### src/rtl/stack_game_if.sv
// Player/renderer-facing signal bundle for the Sky Stacker sequencer.
// master drives start/drop and observes the game view; slave is the sequencer.
interface stack_game_if;
    logic        start;
    logic        drop;
    logic [9:0]  pos_x;
    logic [9:0]  width;
    logic [4:0]  height;
    logic [31:0] colors;
    logic        game_over;
    logic        win;

    modport master (
        output start, drop,
        input  pos_x, width, height, colors, game_over, win
    );

    modport slave (
        input  start, drop,
        output pos_x, width, height, colors, game_over, win
    );
endinterface

### src/rtl/stack_game_ctrl.sv
// Sky Stacker game sequencer: slides the active block, resolves drops into trim/grow/game over.
// Optional PERFECT_BONUS_EN: a perfect drop widens the next block by up to 4 pixels.
module stack_game_ctrl #(
    parameter int unsigned SCREEN_W = 640,
    parameter int unsigned INIT_W   = 150,
    parameter int unsigned INIT_X   = 300,
    parameter int unsigned TICK_DIV = 18,
    parameter int unsigned MAX_H    = 16
) (
    input logic         clk,
    input logic         rst,
    stack_game_if.slave bus
);

    localparam logic [10:0] ScreenW11 = 11'(SCREEN_W);
    localparam logic [9:0]  InitW     = 10'(INIT_W);
    localparam logic [9:0]  InitX     = 10'(INIT_X);
    localparam logic [4:0]  MaxH      = 5'(MAX_H);

    typedef enum logic [2:0] {StIdle, StSlide, StCheck, StGrow, StOver} state_e;

    state_e              state_q;
    logic [9:0]          pos_x_q, width_q, base_x_q, base_w_q, nx_q, nw_q;
    logic [4:0]          height_q;
    logic [31:0]         colors_q;
    logic                dir_left_q;
    logic [TICK_DIV-1:0] div_q;
    logic                game_over_q, win_q;
    logic [1:0]          code_q;

    logic        tick;
    logic [10:0] pos_end, base_end, lo, hi;
    logic [9:0]  ov_w, grow_w;
    logic [4:0]  height_inc;
    logic [1:0]  code_next;

    assign tick       = (div_q == '0);
    assign pos_end    = {1'b0, pos_x_q} + {1'b0, width_q};
    assign base_end   = {1'b0, base_x_q} + {1'b0, base_w_q};
    assign lo         = (pos_x_q > base_x_q) ? {1'b0, pos_x_q} : {1'b0, base_x_q};
    assign hi         = (pos_end < base_end) ? pos_end : base_end;
    assign ov_w       = hi[9:0] - lo[9:0];
    assign height_inc = height_q + 5'd1;

    always_comb begin
        code_next = 2'b10;
        unique case (code_q)
            2'b10:   code_next = 2'b11;
            2'b11:   code_next = 2'b01;
            default: code_next = 2'b10;
        endcase
    end

`ifdef PERFECT_BONUS_EN
    localparam logic [10:0] InitW11 = 11'(INIT_W);
    logic [10:0] bonus_w, room_w;

    always_comb begin
        bonus_w = {1'b0, nw_q} + 11'd4;
        if (bonus_w > InitW11) bonus_w = InitW11;
        room_w = ScreenW11 - {1'b0, nx_q};
        if (bonus_w > room_w) bonus_w = room_w;
        // Only a drop that kept the full moving width earns the bonus
        grow_w = (nw_q == width_q) ? bonus_w[9:0] : nw_q;
    end
`else
    assign grow_w = nw_q;
`endif

    always_ff @(posedge clk or posedge rst) begin
        if (rst) begin
            state_q     <= StIdle;
            pos_x_q     <= InitX;
            width_q     <= InitW;
            base_x_q    <= InitX;
            base_w_q    <= InitW;
            nx_q        <= '0;
            nw_q        <= '0;
            height_q    <= 5'd1;
            colors_q    <= 32'h1;
            dir_left_q  <= 1'b0;
            div_q       <= '0;
            game_over_q <= 1'b0;
            win_q       <= 1'b0;
            code_q      <= 2'b10;
        end else begin
            div_q <= div_q + TICK_DIV'(1);
            unique case (state_q)
                StIdle: begin
                    if (bus.start) begin
                        pos_x_q    <= '0;
                        dir_left_q <= 1'b0;
                        state_q    <= StSlide;
                    end
                end
                StSlide: begin
                    // drop freezes the block even when a tick lands in the same cycle
                    if (bus.drop) begin
                        state_q <= StCheck;
                    end else if (tick) begin
                        if (!dir_left_q) begin
                            if (pos_end == ScreenW11) begin
                                dir_left_q <= 1'b1;
                                pos_x_q    <= pos_x_q - 10'd1;
                            end else begin
                                pos_x_q <= pos_x_q + 10'd1;
                            end
                        end else begin
                            if (pos_x_q == '0) begin
                                dir_left_q <= 1'b0;
                                pos_x_q    <= pos_x_q + 10'd1;
                            end else begin
                                pos_x_q <= pos_x_q - 10'd1;
                            end
                        end
                    end
                end
                StCheck: begin
                    if (hi <= lo) begin
                        state_q     <= StOver;
                        game_over_q <= 1'b1;
                        win_q       <= 1'b0;
                    end else begin
                        nx_q    <= lo[9:0];
                        nw_q    <= ov_w;
                        state_q <= StGrow;
                    end
                end
                StGrow: begin
                    base_x_q                     <= nx_q;
                    base_w_q                     <= grow_w;
                    width_q                      <= grow_w;
                    colors_q[{height_q, 1'b0} +: 2] <= code_q;
                    code_q                       <= code_next;
                    height_q                     <= height_inc;
                    if (height_inc == MaxH) begin
                        state_q     <= StOver;
                        game_over_q <= 1'b1;
                        win_q       <= 1'b1;
                    end else begin
                        pos_x_q    <= '0;
                        dir_left_q <= 1'b0;
                        state_q    <= StSlide;
                    end
                end
                StOver: begin
                    if (bus.start) begin
                        state_q     <= StIdle;
                        pos_x_q     <= InitX;
                        width_q     <= InitW;
                        base_x_q    <= InitX;
                        base_w_q    <= InitW;
                        height_q    <= 5'd1;
                        colors_q    <= 32'h1;
                        dir_left_q  <= 1'b0;
                        div_q       <= '0;
                        game_over_q <= 1'b0;
                        win_q       <= 1'b0;
                        code_q      <= 2'b10;
                    end
                end
                default: state_q <= StIdle;
            endcase
        end
    end

    assign bus.pos_x     = pos_x_q;
    assign bus.width     = width_q;
    assign bus.height    = height_q;
    assign bus.colors    = colors_q;
    assign bus.game_over = game_over_q;
    assign bus.win       = win_q;

endmodule

### src/flat_wrapper.sv
// flat-port wrapper written by rule: the top's interface ports become plain ports
module stack_game_ctrl_flat 
#(
    parameter int unsigned SCREEN_W = 640,
    parameter int unsigned INIT_W   = 150,
    parameter int unsigned INIT_X   = 300,
    parameter int unsigned TICK_DIV = 18,
    parameter int unsigned MAX_H    = 16
)
  (clk, rst, bus_start, bus_drop, bus_pos_x, bus_width, bus_height, bus_colors, bus_game_over, bus_win);
  stack_game_if bus_i ();
  input logic clk;
  input logic rst;
  input wire logic [$bits(bus_i.start)-1:0] bus_start;
  input wire logic [$bits(bus_i.drop)-1:0] bus_drop;
  output wire logic [$bits(bus_i.pos_x)-1:0] bus_pos_x;
  output wire logic [$bits(bus_i.width)-1:0] bus_width;
  output wire logic [$bits(bus_i.height)-1:0] bus_height;
  output wire logic [$bits(bus_i.colors)-1:0] bus_colors;
  output wire logic [$bits(bus_i.game_over)-1:0] bus_game_over;
  output wire logic [$bits(bus_i.win)-1:0] bus_win;
  assign bus_i.start = bus_start;
  assign bus_i.drop = bus_drop;
  assign bus_pos_x = bus_i.pos_x;
  assign bus_width = bus_i.width;
  assign bus_height = bus_i.height;
  assign bus_colors = bus_i.colors;
  assign bus_game_over = bus_i.game_over;
  assign bus_win = bus_i.win;
  stack_game_ctrl #(.SCREEN_W(SCREEN_W), .INIT_W(INIT_W), .INIT_X(INIT_X), .TICK_DIV(TICK_DIV), .MAX_H(MAX_H)) u_core (.clk(clk), .rst(rst), .bus(bus_i));
endmodule
### config.mk
export PLATFORM = sky130hd
export DESIGN_NAME = stack_game_ctrl_flat
export DESIGN_NICKNAME = d
export VERILOG_FILES = /design/src/rtl/stack_game_if.sv /design/src/rtl/stack_game_ctrl.sv /design/src/flat_wrapper.sv
export SDC_FILE = /design/constraint.sdc
export NUM_CORES = 1
export LEC_CHECK = 0
export BUFFER_PORTS_ARGS = -buffer_cell sky130_fd_sc_hd__buf_2
export CELL_PAD_IN_SITES_DETAIL_PLACEMENT = 2
export CELL_PAD_IN_SITES_GLOBAL_PLACEMENT = 2
export CORE_MARGIN = 10
export CORE_UTILIZATION = 38
export DETAILED_ROUTE_END_ITERATION = 6
export PLACE_DENSITY_LB_ADDON = 0.1
export SETUP_SLACK_MARGIN = 0.05
export SYNTH_ARGS = -nofsm -noshare
export SYNTH_HDL_FRONTEND = slang
export SYNTH_SLANG_ARGS = --single-unit
### constraint.sdc
create_clock -name clk -period 6.45 [get_ports clk]
set_clock_uncertainty 0.15 [all_clocks]
set_input_delay 0.645 -clock clk [delete_from_list [all_inputs] [get_ports clk]]
set_output_delay 0.645 -clock clk [all_outputs]
set_load 0.01 [all_outputs]
==> results.yml <==
grt:
  grt_first_pass_wirelength_um: 47280
  grt_max_degree: 78
  first_global_vias: 8236
  track_usage_pct: 22.49
  grt_antenna_before_repair: 0
  globalRouteOverflowTotal: 0
critical_path:
  worstSetupPathType: "register to register"
  worst-endpoint-arrival_ns: 6.39
  regToRegSetupSlack_ns: 0.19
  crit_buf_inv: 4
  cp_common_cell: "buf_4"
  cp_slowest_cell: "dfstp_2"
  crit_path_start_kind: "register"
  critical_path_fanouts_max: 6
  cpPeakStageDelay_ns: 0.54
  cp.required_ns: 6.59
  critical_path.endpoint_type: "register"
  path_delay_family: "compound AO/OA/AOI/OAI gates"
yosys:
  syn_area_mm2: 0.007843
  async_reset_ff_share_pct: 100.0
  synthSimpleGateAreaFrac_pct: 18.97
  synth-edff-count: 0
  mappedNetlistNets: 949
  synth.area.top_cells: "dfrtp_1 (31%), ha_1 (9.1%), dfstp_2 (5.0%), o21ai_0 (4.1%), nand2_1 (4.0%)"
  synth_fa_ha_area_share_pct: 9.860
  syn_area_per_cell_um2: 8.862
  synth-seq-area-share_pct: 36.30
  yosysWarnings: 0
  synthesized_area_fraction_occupied_by_ao_oa_aoi_and_oai_cells_pct: 21.03
  postSynthRegisterBits: 113
  synthMuxAreaShare_pct: 4.770
  fraction_of_synthesized_cell_area_in_xor_and_xnor_cells_pct: 4.467
  synth_ff_type: "dfrtp_1"
  yosys.area.top_type_share_pct: 31.27
  combinational_family_with_the_most_area_after_synthesis: "compound AO/OA/AOI/OAI gates"
  netlist_instances: 885
  netlist-cell-type-count: 75
  synth.largest_area_cell: "dfrtp_1"
drt:
  wirelength_met1_um: 12950
  detailedRoute.firstPassIterationCount: 5
  routed_wl_um: 29860
  drt_first_iter_violations: 395
  dr_wl_met3_um: 1165
  met2_wire_length_um: 15180
  final_antenna_net_count: 0
  top_layer_used: "met4"
  num_vias: 7292
  drt_drc_violations_left: 0
  vias_per_instance: 5.834
  route.detailed.wl_per_inst_um: 23.89
die:
  design.core.area_mm2: 0.02030
  die_width_um: 163.7
  io-pin-count: 63
  die-height_um: 163.7
  die_area_mm2: 0.02678
  floorplan.rows: 52
  initial_cell_density_of_the_core_pct: 38.63
clock_network:
  ctsRootBufferMaster: "clkbuf_16"
  clock-sinks: 113
  clk_latency_ns: 0.42
  post_cts_hold_buffer_count: 0
  clock_edge_transition_at_the_registers_on_the_reported_setup_and_hold_paths_ns: 0.06
  number_of_h_tree_levels: 4
  cts_buffer_depth: 2
  tritoncts_buffer_count: 17
  cts_tree: "built"
cells_and_area:
  fin_cells: 1250
  areaGrowthSynthToFinish_pct: 18.17
  layout_commonest_cell: "dfrtp_1"
  final_cell_mix: "dfrtp_1 (98), nand2_1 (83), nor2_1 (81)"
  post-route-util_pct: 45.65
  net_count_reported_at_finish: 1031
  num-fill-cells: 2269
  antenna-diode-count: 0
  final_layout_size_suffix_gt1_share_pct: 17.24
sta:
  report.final.slew_viol_count: 0
  timing_worst_slew_pin_value_ns: 0.9992
  report.final.setup_viol: 0
  timing.final.crit_share_pct: 96.98
  setup_total_negative_slack_ns: 0
  relSlewSlack_pct: 32.68
  fmaxAchievable_mhz: 159.9
  final-hold-violation-count: 0
  fin_crit_ns: 6.255
placement:
  globalplace.congestion: 0.8689
  port_buffers: 62
  dp.cells: 1209
  hpwlAfterDp_um: 21710
outcome:
  status: "completed"
worst_hold_path:
  min-delay-path-class: "input port to async pin"
job:
  timing.max_cap.violations: 0
[path summary, 6_finish.rpt]
| check | startpoint | end | depth (start not counted) |
|---|---|---|---|
| max in group asynchronous | rst | u_core.nx_q[1] | 3 |
| setup reg to reg | u_core.bus.width[1] | u_core.nx_q[1] | 27 |
| hold / removal | rst | u_core.div_q[13] | 2 |
| min in group clk | u_core.grow_w[4] | u_core.grow_w[4] | 1 |
| hold reg to reg | u_core.grow_w[4] | u_core.grow_w[4] | 1 |
| setup / recovery | u_core.bus.width[1] | u_core.nx_q[1] | 27 |
[cell families after synthesis]
| logic type | Yosys count |
|---|---|
| compound gates | 236 |
| xor+xnor | 40 |
| fa+ha+maj | 60 |
| buf+inv | 90 |
| flops | 113 |
| mux | 36 |
| simple gates | 310 |
[Yosys cell counts (15+ instances only)]
| cell type | count |
|---|---|
| dfrtp_1 | 98 |
| nand2_1 | 83 |
| nor2_1 | 81 |
| o21ai_0 | 64 |
| ha_1 | 57 |
| inv_1 | 55 |
| a21oi_1 | 37 |
| nand3_1 | 34 |
| clkbuf_1 | 26 |
| mux2i_1 | 25 |
| a22o_1 | 22 |
| xnor2_1 | 20 |
| xor2_1 | 20 |
| nor3_1 | 19 |
| a21o_1 | 15 |
| dfstp_2 | 15 |
| nand2b_1 | 15 |
[area by class of cell]
class	instances	area, um^2	share of cell area, %
clock buffers	22	464.2	5.009
clock inverters	10	133.9	1.445
inverters	55	209.0	2.255
multi-input cells	682	4698	50.70
flip-flops and latches	113	2846	30.71
well taps	270	337.8	3.645
repair buffers	98	578.1	6.237
[stage by stage]
stage	worst slack, ns	instance area (um^2)	hold WS (ns)
after floorplan	0.5272	7843	0.2913
after global placement	0.007691	8541	0.3132
after detailed placement	-0.2939	8541	0.3307
after CTS	0.07278	9175	0.1022
after global routing	-0.04501	9268	0.1277
final	0.1949	9268	0.09853
[sequential cells by signal (all words and copies together), names as in the netlist]
name / flops
u_core.bus.colors: 32
u_core.div_q: 18
u_core.base_x_q: 10
u_core.bus.pos_x: 10
u_core.bus.width: 10
u_core.grow_w: 10
u_core.nx_q: 10
u_core.bus.height: 5
u_core.state_q: 3
u_core.code_q: 2
u_core.bus.game_over: 1
u_core.bus.win: 1
u_core.dir_left_q: 1
[metal layers]
metal | track usage, % | vias to the layer above
met5 | 0 | -
met2 | 38.55 | 125
met4 | 6.296 | 0
met3 | 3.952 | 39
li1 | - | 3352
met1 | 28.38 | 3776
[timing repair]
action	in CTS	in global routing
pin swaps	1	3
endpoints found under the setup margin	22	25
gates cloned	0	1
resized for setup	2	14
setup buffers	3	5
Power is left out: the tool's default activity adds up to more than one toggle a clock period on the data nets, which glitch-free logic cannot reach.
